## src/rtl/project_io_exerciser_if.sv

```systemverilog
// Signal bundle between a test controller and project_io_exerciser: run control,
// status, signature readback and the pins of the project under test.
interface project_io_exerciser_if #(
  parameter int SETTLE_W = 4
) ();
  logic                start;
  logic                abort;
  logic [7:0]          pattern_len;
  logic [7:0]          seed;
  logic [SETTLE_W-1:0] settle_cycles;
  logic                active;
  logic [7:0]          io_in;
  logic [7:0]          io_out;
  logic                busy;
  logic                done;
  logic [15:0]         signature;
  logic [7:0]          sample_count;

  modport master (
    output start, abort, pattern_len, seed, settle_cycles, io_out,
    input  active, io_in, busy, done, signature, sample_count
  );

  modport slave (
    input  start, abort, pattern_len, seed, settle_cycles, io_out,
    output active, io_in, busy, done, signature, sample_count
  );
endinterface

```

## src/rtl/project_io_exerciser.sv

```systemverilog
// Drives LFSR vectors into a project under test, waits a settle time, and folds the
// sampled responses into a 16-bit MISR signature.
module project_io_exerciser #(
  parameter int SETTLE_W = 4
) (
  input  logic                  wb_clk_i,
  input  logic                  wb_rst_i,
  project_io_exerciser_if.slave bus
);

  typedef enum logic [2:0] {
    ST_IDLE   = 3'd0,
    ST_DRIVE  = 3'd1,
    ST_SETTLE = 3'd2,
    ST_SAMPLE = 3'd3,
    ST_DONE   = 3'd4
  } state_t;

  localparam logic [SETTLE_W-1:0] SETTLE_ZERO = SETTLE_W'(1'b0);
  localparam logic [SETTLE_W-1:0] SETTLE_ONE  = SETTLE_W'(1'b1);

  state_t              state_r;
  state_t              state_nxt_s;
  logic [7:0]          len_r;
  logic [7:0]          lfsr_r;
  logic [7:0]          count_r;
  logic [7:0]          io_in_r;
  logic [SETTLE_W-1:0] settle_r;
  logic [SETTLE_W-1:0] wait_r;
  logic [15:0]         sig_r;
  logic                active_r;
  logic                busy_r;
  logic                done_r;
  logic                accept_s;
  logic [7:0]          count_inc_s;
  logic [7:0]          drive_val_s;

  function automatic logic [7:0] lfsr_step(input logic [7:0] v);
    return {v[6:0], v[7] ^ v[5] ^ v[4] ^ v[3]};
  endfunction

  function automatic logic [15:0] misr_step(input logic [15:0] s, input logic [7:0] d);
    return {s[14:0], s[15] ^ s[14] ^ s[12] ^ s[3]} ^ {8'h00, d};
  endfunction

  // An all-zero seed would lock the LFSR, so it is replaced by 8'h01.
  function automatic logic [7:0] seed_fix(input logic [7:0] s);
    return (s == 8'h00) ? 8'h01 : s;
  endfunction

  assign accept_s    = bus.start & ~bus.abort;
  assign count_inc_s = count_r + 8'd1;

  // State register.
  always_ff @(posedge wb_clk_i or posedge wb_rst_i) begin
    if (wb_rst_i) begin
      state_r <= ST_IDLE;
    end else begin
      state_r <= state_nxt_s;
    end
  end

  // Next-state logic; abort wins over every other transition outside IDLE.
  always_comb begin
    state_nxt_s = state_r;
    case (state_r)
      ST_IDLE: begin
        if (accept_s) begin
          state_nxt_s = (bus.pattern_len == 8'd0) ? ST_DONE : ST_DRIVE;
        end else begin
          state_nxt_s = ST_IDLE;
        end
      end
      ST_DRIVE: begin
        if (bus.abort) begin
          state_nxt_s = ST_IDLE;
        end else if (settle_r != SETTLE_ZERO) begin
          state_nxt_s = ST_SETTLE;
        end else begin
          state_nxt_s = ST_SAMPLE;
        end
      end
      ST_SETTLE: begin
        if (bus.abort) begin
          state_nxt_s = ST_IDLE;
        end else if (wait_r == SETTLE_ZERO) begin
          state_nxt_s = ST_SAMPLE;
        end else begin
          state_nxt_s = ST_SETTLE;
        end
      end
      ST_SAMPLE: begin
        if (bus.abort) begin
          state_nxt_s = ST_IDLE;
        end else if (count_inc_s == len_r) begin
          state_nxt_s = ST_DONE;
        end else begin
          state_nxt_s = ST_DRIVE;
        end
      end
      ST_DONE: begin
        state_nxt_s = ST_IDLE;
      end
      default: begin
        state_nxt_s = ST_IDLE;
      end
    endcase
  end

  // Vector presented on entry to DRIVE: the fresh seed from IDLE, the advanced LFSR after SAMPLE.
  always_comb begin
    drive_val_s = lfsr_r;
    if (state_r == ST_SAMPLE) begin
      drive_val_s = lfsr_step(lfsr_r);
    end else if (state_r == ST_IDLE) begin
      drive_val_s = seed_fix(bus.seed);
    end else begin
      drive_val_s = lfsr_r;
    end
  end

  // Run datapath: latched parameters, LFSR, settle counter, signature and sample count.
  always_ff @(posedge wb_clk_i or posedge wb_rst_i) begin
    if (wb_rst_i) begin
      len_r    <= 8'h00;
      settle_r <= SETTLE_ZERO;
      wait_r   <= SETTLE_ZERO;
      lfsr_r   <= 8'h01;
      sig_r    <= 16'h0000;
      count_r  <= 8'h00;
    end else begin
      case (state_r)
        ST_IDLE: begin
          if (accept_s) begin
            len_r    <= bus.pattern_len;
            settle_r <= bus.settle_cycles;
            lfsr_r   <= seed_fix(bus.seed);
            sig_r    <= 16'h0000;
            count_r  <= 8'h00;
          end
        end
        ST_DRIVE: begin
          wait_r <= settle_r - SETTLE_ONE;
        end
        ST_SETTLE: begin
          if (wait_r != SETTLE_ZERO) begin
            wait_r <= wait_r - SETTLE_ONE;
          end
        end
        ST_SAMPLE: begin
          if (!bus.abort) begin
            sig_r   <= misr_step(sig_r, bus.io_out);
            lfsr_r  <= lfsr_step(lfsr_r);
            count_r <= count_inc_s;
          end
        end
        default: begin
          wait_r <= wait_r;
        end
      endcase
    end
  end

  // Registered outputs, decoded from the state being entered so they line up with it.
  always_ff @(posedge wb_clk_i or posedge wb_rst_i) begin
    if (wb_rst_i) begin
      active_r <= 1'b0;
      io_in_r  <= 8'h00;
      busy_r   <= 1'b0;
      done_r   <= 1'b0;
    end else begin
      busy_r <= (state_nxt_s != ST_IDLE);
      done_r <= (state_nxt_s == ST_DONE);
      case (state_nxt_s)
        ST_DRIVE: begin
          active_r <= 1'b1;
          io_in_r  <= drive_val_s;
        end
        ST_SETTLE, ST_SAMPLE: begin
          active_r <= 1'b1;
          io_in_r  <= io_in_r;
        end
        default: begin
          active_r <= 1'b0;
          io_in_r  <= 8'h00;
        end
      endcase
    end
  end

  assign bus.active       = active_r;
  assign bus.io_in        = io_in_r;
  assign bus.busy         = busy_r;
  assign bus.done         = done_r;
  assign bus.signature    = sig_r;
  assign bus.sample_count = count_r;

endmodule

```

## src/flat_wrapper.sv

```systemverilog
// flat-port wrapper written by rule: the top's interface ports become plain ports
module project_io_exerciser_flat 
#(
  parameter int SETTLE_W = 4
)
  (wb_clk_i, wb_rst_i, bus_start, bus_abort, bus_pattern_len, bus_seed, bus_settle_cycles, bus_io_out, bus_active, bus_io_in, bus_busy, bus_done, bus_signature, bus_sample_count);
  project_io_exerciser_if #(.SETTLE_W(SETTLE_W)) bus_i ();
  input  logic wb_clk_i;
  input  logic wb_rst_i;
  input wire logic [$bits(bus_i.start)-1:0] bus_start;
  input wire logic [$bits(bus_i.abort)-1:0] bus_abort;
  input wire logic [$bits(bus_i.pattern_len)-1:0] bus_pattern_len;
  input wire logic [$bits(bus_i.seed)-1:0] bus_seed;
  input wire logic [$bits(bus_i.settle_cycles)-1:0] bus_settle_cycles;
  input wire logic [$bits(bus_i.io_out)-1:0] bus_io_out;
  output wire logic [$bits(bus_i.active)-1:0] bus_active;
  output wire logic [$bits(bus_i.io_in)-1:0] bus_io_in;
  output wire logic [$bits(bus_i.busy)-1:0] bus_busy;
  output wire logic [$bits(bus_i.done)-1:0] bus_done;
  output wire logic [$bits(bus_i.signature)-1:0] bus_signature;
  output wire logic [$bits(bus_i.sample_count)-1:0] bus_sample_count;
  assign bus_i.start = bus_start;
  assign bus_i.abort = bus_abort;
  assign bus_i.pattern_len = bus_pattern_len;
  assign bus_i.seed = bus_seed;
  assign bus_i.settle_cycles = bus_settle_cycles;
  assign bus_i.io_out = bus_io_out;
  assign bus_active = bus_i.active;
  assign bus_io_in = bus_i.io_in;
  assign bus_busy = bus_i.busy;
  assign bus_done = bus_i.done;
  assign bus_signature = bus_i.signature;
  assign bus_sample_count = bus_i.sample_count;
  project_io_exerciser #(.SETTLE_W(SETTLE_W)) u_core (.wb_clk_i(wb_clk_i), .wb_rst_i(wb_rst_i), .bus(bus_i));
endmodule
```

## config.mk

```make
export PLATFORM = sky130hd
export DESIGN_NAME = project_io_exerciser_flat
export DESIGN_NICKNAME = d
export VERILOG_FILES = /design/src/rtl/project_io_exerciser_if.sv /design/src/rtl/project_io_exerciser.sv /design/src/flat_wrapper.sv
export SDC_FILE = /design/constraint.sdc
export NUM_CORES = 1
export LEC_CHECK = 0
export BUFFER_PORTS_ARGS = -buffer_cell sky130_fd_sc_hd__buf_2
export CAP_MARGIN = 10
export CORE_ASPECT_RATIO = 1.25
export CORE_MARGIN = 2
export CORE_UTILIZATION = 50
export CTS_CLUSTER_SIZE = 8
export DETAILED_ROUTE_END_ITERATION = 10
export GPL_ROUTABILITY_DRIVEN = 1
export PLACE_DENSITY = 0.8
export SLEW_MARGIN = 25
export SYNTH_ARGS = -nofsm -noshare
export SYNTH_HDL_FRONTEND = slang
export SYNTH_SLANG_ARGS = --single-unit
```

## constraint.sdc

```tcl
create_clock -name wb_clk_i -period 1.95 [get_ports wb_clk_i]
set_input_delay 0.0975 -clock wb_clk_i [delete_from_list [all_inputs] [get_ports wb_clk_i]]
set_output_delay 0.0975 -clock wb_clk_i [all_outputs]
set_load 0.05 [all_outputs]
```

# After elaboration in Yosys (flattened, before gate mapping)
# Cells that the tools add are included.
[word_totals] ff_bits=62 inputBits=32 out_inout_bits=35 elab_cells=73
[op_classes] add_sub_neg=3 eq_ne=11 n_mux=25 bitwise=9 n_reduce_logical=14
[op_table] operator="$mux 8" n=7
[op_table] operator="$pmux 8 s2" n=3
[op_table] operator="$mux 16" n=2
[op_table] operator="$pmux 16 s2" n=1
[op_table] operator="$mux 3" n=6
[op_table] operator="$logic_not 8->1" n=2
[op_table] operator="$xor 16x8->16" n=1
[op_table] operator="$eq 3x2->1 const B" n=4
[op_table] operator="$pmux 3 s4" n=1
[op_table] operator="$add 8x1->8 const B" n=1
[op_table] operator="$eq 8x8->1" n=1
[op_table] operator="$pmux 4 s2" n=1
[op_table] operator="$reduce_bool 4->1" n=2
[op_table] operator="$sub 4x1->4 const B" n=2
[op_table] operator="$eq 3x1->1 const B" n=2
[op_table] operator="$xor 1x1->1" n=6
[op_table] operator="$logic_not 4->1" n=1
[op_table] operator="$mux 4" n=1
[op_table] operator="$ne 2x1->1 const B" n=2
[op_table] operator="$reduce_and 2->1" n=2
[op_table] operator="$reduce_bool 2->1" n=2
[op_table] operator="$eq 3x3->1 const B" n=1
[op_table] operator="$logic_not 3->1" n=1
[op_table] operator="$mux 1" n=3
[op_table] operator="other kinds (7)" n=7

# Logic depth before layout (Yosys ltp)
[logic_depth] word_depth=8 ltp_mapped=7 depth_no_buf=6

# Worst setup path after synthesis
# Ideal clock, no wire load.
[synth_timing] path_type="register -> register" from="register u_core.count_r[0] (netlist: u_core.bus.sample_count[0])" to="register u_core.io_in_r[1] (netlist: u_core.bus.io_in[1])" setup_ns=0.141 arrival_time_ns=2.148 required_ns=1.809 slack_ns=-0.339 path_stages_with_launch=8 path_buffers=1 synth_period_minus_slack_ns=2.289 path_cell_list="dfrtp_1 ha_1 clkbuf_1 nand3_1 a2bb2oi_1 o311ai_1 nor4_4 o21ai_0"
[synth_between] elab_chain_len=8 word_cells_on_any_way=10 classes_between="add/sub (1); eq/ne (4); mux (4); reduce/logical (1)"
[synth_lines] item="start, declared" line_no="project_io_exerciser.sv:26" source="logic [7:0] count_r;"
[synth_lines] item="start signal, assigned" line_no="project_io_exerciser.sv:154" source="count_r <= count_inc_s;"
[synth_lines] item="$add 8x1->8 (*)" line_no="project_io_exerciser.sv:52" source="assign count_inc_s = count_r + 8'd1;"
[synth_lines] item="$eq 8x8->1 (*)" line_no="project_io_exerciser.sv:95" source="end else if (count_inc_s == len_r) begin"
[synth_lines] item="$mux 3 (*)" line_no="project_io_exerciser.sv:95"
[synth_lines] item="$mux 3 (*)" line_no="project_io_exerciser.sv:93" source="if (bus.abort) begin"
[synth_lines] item="$pmux 3 s4 (*)" line_no="project_io_exerciser.sv:66" source="case (state_r)"
[synth_lines] item="$eq 3x2->1" line_no="project_io_exerciser.sv:174" source="case (state_nxt_s)"
[synth_lines] item="$reduce_or 2->1"
[synth_lines] item="$pmux 8 s2" line_no="project_io_exerciser.sv:174"
[synth_lines] item="end signal, assigned" line_no="project_io_exerciser.sv:177" source="io_in_r <= drive_val_s;"
[synth_lines] item="end signal, assigned" line_no="project_io_exerciser.sv:181" source="io_in_r <= io_in_r;"
[synth_lines] item="end, declared" line_no="project_io_exerciser.sv:27" source="logic [7:0] io_in_r;"
# Every way passes the cells marked *; elsewhere a longest branch is shown, timed or not.
# A chain may end at the register's enable or synchronous reset.

# Worst setup path in the final report
[layout_timing] from="input port bus_pattern_len[2]" to="register u_core.io_in_r[7] (netlist: u_core.bus.io_in[7])"
[layout_between] elab_chain_len=7 word_cells_on_any_way=9 classes_between="eq/ne (3); mux (4); reduce/logical (2)"
[layout_lines] item="start, declared" line_no="flat_wrapper.sv:12" source="input wire logic [$bits(bus_i.pattern_len)-1:0] bus_pattern_len;"
[layout_lines] item="$logic_not 8->1 (*)" line_no="project_io_exerciser.sv:69" source="state_nxt_s = (bus.pattern_len == 8'd0) ? ST_DONE : ST_DRIVE;"
[layout_lines] item="$mux 3 (*)" line_no="project_io_exerciser.sv:69"
[layout_lines] item="$mux 3 (*)" line_no="project_io_exerciser.sv:68" source="if (accept_s) begin"
[layout_lines] item="$pmux 3 s4 (*)" line_no="project_io_exerciser.sv:66"
[layout_lines] item="$eq 3x2->1" line_no="project_io_exerciser.sv:174"
[layout_lines] item="$reduce_or 2->1"
[layout_lines] item="$pmux 8 s2" line_no="project_io_exerciser.sv:174"
# Marked as above.

==> flow_summary.toml <==
[status]
status = "complete, no violations"

[power]
p_int_mw = 2.73
power.density_nw_per_um2 = 1000
clockPowerShare_pct = 27.0
seqPwrFrac_pct = 41.9
ir_worst_vdd_mv = 0.459
combPwrFrac_pct = 31.2
leakagePower_nw = 1.98
switchingPower_mw = 1.53
power_mw = 4.26
swShare_pct = 35.9

[sta]
period_share_pct = 97.0
setup_viol = 0
drv_slew = 0
slew_headroom_pct = 67.3
max_freq_ghz = 0.528
fin_skew_ps = 6.58
hold_slack_ps = 10.3
post-route-min-period_ps = 1890
hold_viol_final = 0
tightest_slew_ps = 490

[clock_network]
root_buffer = "clkbuf_8"
cts.htree.levels = 3
clkTransAtPathRegs_ps = 60
cts.sinks = 62
clockBufferDepth = 2
tritoncts = "yes"
numCtsBuffers = 9
clock_latency_ps = 340

[critical_path]
crit_path_max_fanout = 5
end_kind = "flop"
crit_chain = "dlygate4sd3_1 > buf_2 > or4_2 > o211ai_1 > buf_4 > nand2_1 > a31oi_1 > o21ai_1"
startpoint_type = "input pin"
cp_slowest_cell = "or4_2"
arrival_ps = 2110
crit_required_ps = 2170
cp_slowest_stage_delay_ps = 570
crit_type = "in2reg"

[cells_and_area]
instances_no_fill = 518
design_area_um2 = 4250
seq_area_um2 = 1560
nFillCells = 529
multi_input_area_um2 = 1790
final_net_count = 460
layout.core_utilization_pct = 64.7
drive_above_1_share_pct = 31.6
area_delta_synth_final_pct = 24.7
antennaDiodeCount = 0

[routing]
vias = 2925
drc_errors = 0
wire_per_inst_um = 15.6
postRouteAntennaNets = 0
via_per_inst = 5.65
initialDrtViolationCount = 166
drt_first_pass_iters = 4
drt_wl_total_um = 8090

[floorplan]
die_area_um2 = 7490
rows = 33
ios = 67
die_y_um = 96.3
start_util_pct = 51.9
die_x_um = 77.8
coreArea_um2 = 6570

[global_routing]
grt_first_pass_wirelength_um = 12900
antenna_found_initial = 0
overflow = 0
grt_max_degree = 44
track_usage_pct = 22.0
grt_pass1_vias = 2791

[synth]
synthTopCellsByCount = "61 x dfrtp_1, 43 x nand2_1, 30 x o21ai_0"
ys_ff_latch = 62
ys_seq_area_share_pct = 45.6
synth_nets = 374
syn-instance-count = 340
synth_edf_count = 0
synth_area_leader_cell = "dfrtp_1"
synth_area_um2 = 3410
synth_most_common_cell = "dfrtp_1"
avgSynthCellArea_um2 = 10.0
yosysUniqueCellTypes = 57
synth_flop_cell = "dfrtp_1"
yosys_warnings = 0
synth.area.top_cells = "dfrtp_1 45%, xnor2_1 5.1%, nand2_1 4.7%"
async_reset_ff_share_pct = 100
yosysTopAreaCellShare_pct = 44.8

[run]
max_cap_viol_count = 0

[place]
port_buffers = 66
placedInstanceArea_um2 = 3920
dp_cells = 490
place.gp.congestion = 0.890
dp_hpwl_um = 5680

[worst_hold_path]
hp-class = "in2reg"
-- layout by cell type (no fill, tap or decap), types with 10 or more instances in the layout --
cell	count
mux2_2	10
a31oi_1	10
buf_2	66
nand2_1	43
mux2i_1	10
dlygate4sd3_1	10
clkbuf_8	11
dfrtp_1	56
buf_4	14
o21ai_0	22
xnor2_1	20
and2_1	10
-- per-stage QoR --
step,TNS [ps],setup WS (ps)
2_1_floorplan,0,4.76
3_3_place_gp,0,141
3_5_place_dp,0,80.0
4_1_cts,0,29.5
5_1_grt,-8.34,-5.66
6_report,0,57.6
-- flip-flops by register name, indices dropped and copies added (netlist names) --
signal / cells
u_core.len_r: 8
u_core.bus.done: 1
u_core.bus.active: 1
u_core.bus.sample_count: 8
u_core.bus.busy: 1
u_core.bus.io_in: 8
u_core.state_r: 3
u_core.wait_r: 4
u_core.bus.signature: 16
u_core.settle_r: 4
u_core.lfsr_r: 8
-- critical path, delay by kind of cell --
kind	cells	cell delay [ps]
buffers and inverters	3	810
and+or+nand+nor	2	700
AOI/OAI and AO/OA	3	510
-- worst paths after layout --
path | depth (start not counted) | slack, ps | end | from
max | 8 | 60 | u_core.bus.io_in[7]$_DFFE_PP0N_ | bus_pattern_len[2]
min | 2 | 10 | u_core.len_r[0]$_DFFE_PP0P_ | bus_pattern_len[0]
max reg2reg | 5 | 110 | u_core.len_r[4]$_DFFE_PP0P_ | u_core.state_r[0]$_DFF_PP0_
min reg2reg | 2 | 520 | u_core.bus.signature[7]$_DFFE_PP0P_ | u_core.bus.signature[7]$_DFFE_PP0P_
max in group asynchronous | 4 | 980 | u_core.lfsr_r[0]$_DFFE_PP1P_ | wb_rst_i
min in group asynchronous | 3 | 350 | u_core.bus.signature[4]$_DFFE_PP0P_ | wb_rst_i
-- power by group through the flow --
stage               Sequential [mW]  Clock, mW  Combinational [mW]
global route                   1.82       1.23                1.46
detailed placement             1.80          0                1.29
floorplan                      1.93          0               0.802
CTS                            1.78       1.17                1.31
finish                         1.78       1.15                1.33
global placement               1.79          0                1.25
-- cell type report --
cell class                      count  share of cell area, %
Timing Repair Buffer               92                   13.5
Inverter                            5                  0.442
Tap cell                           87                   2.56
Clock buffer                       12                   3.65
Sequential cell                    62                   36.7
Clock inverter                      4                   1.06
Multi-Input combinational cell    256                   42.0
-- logic make-up after synthesis --
family | after synthesis | synth area share, %
buffers and inverters | 23 | 3.42
AOI/OAI and AO/OA | 101 | 20.1
muxes | 20 | 6.25
DFF | 62 | 45.6
xor gates and xnor gates | 28 | 7.20
adders and majority gates | 2 | 0.735
and+or+nand+nor | 104 | 16.8
-- what timing repair did --
action,CTS,global route
hold buffers,10,0
gates resized for setup,0,5
endpoints found under the hold margin,30,0
buffers inserted,0,1
setup endpoints to repair,0,11
-- per-layer routing --
metal / wire length, um / GRT usage [%] / vias to the layer above
li1: - / - / 1427
met1: 3460 / 26.8 / 1416
met2: 4170 / 37.4 / 68
met3: 291 / 4.13 / 14
met4: 169 / 11.2 / 0
met5: 0 / 0 / -
Power figures use the tool's default switching activity.
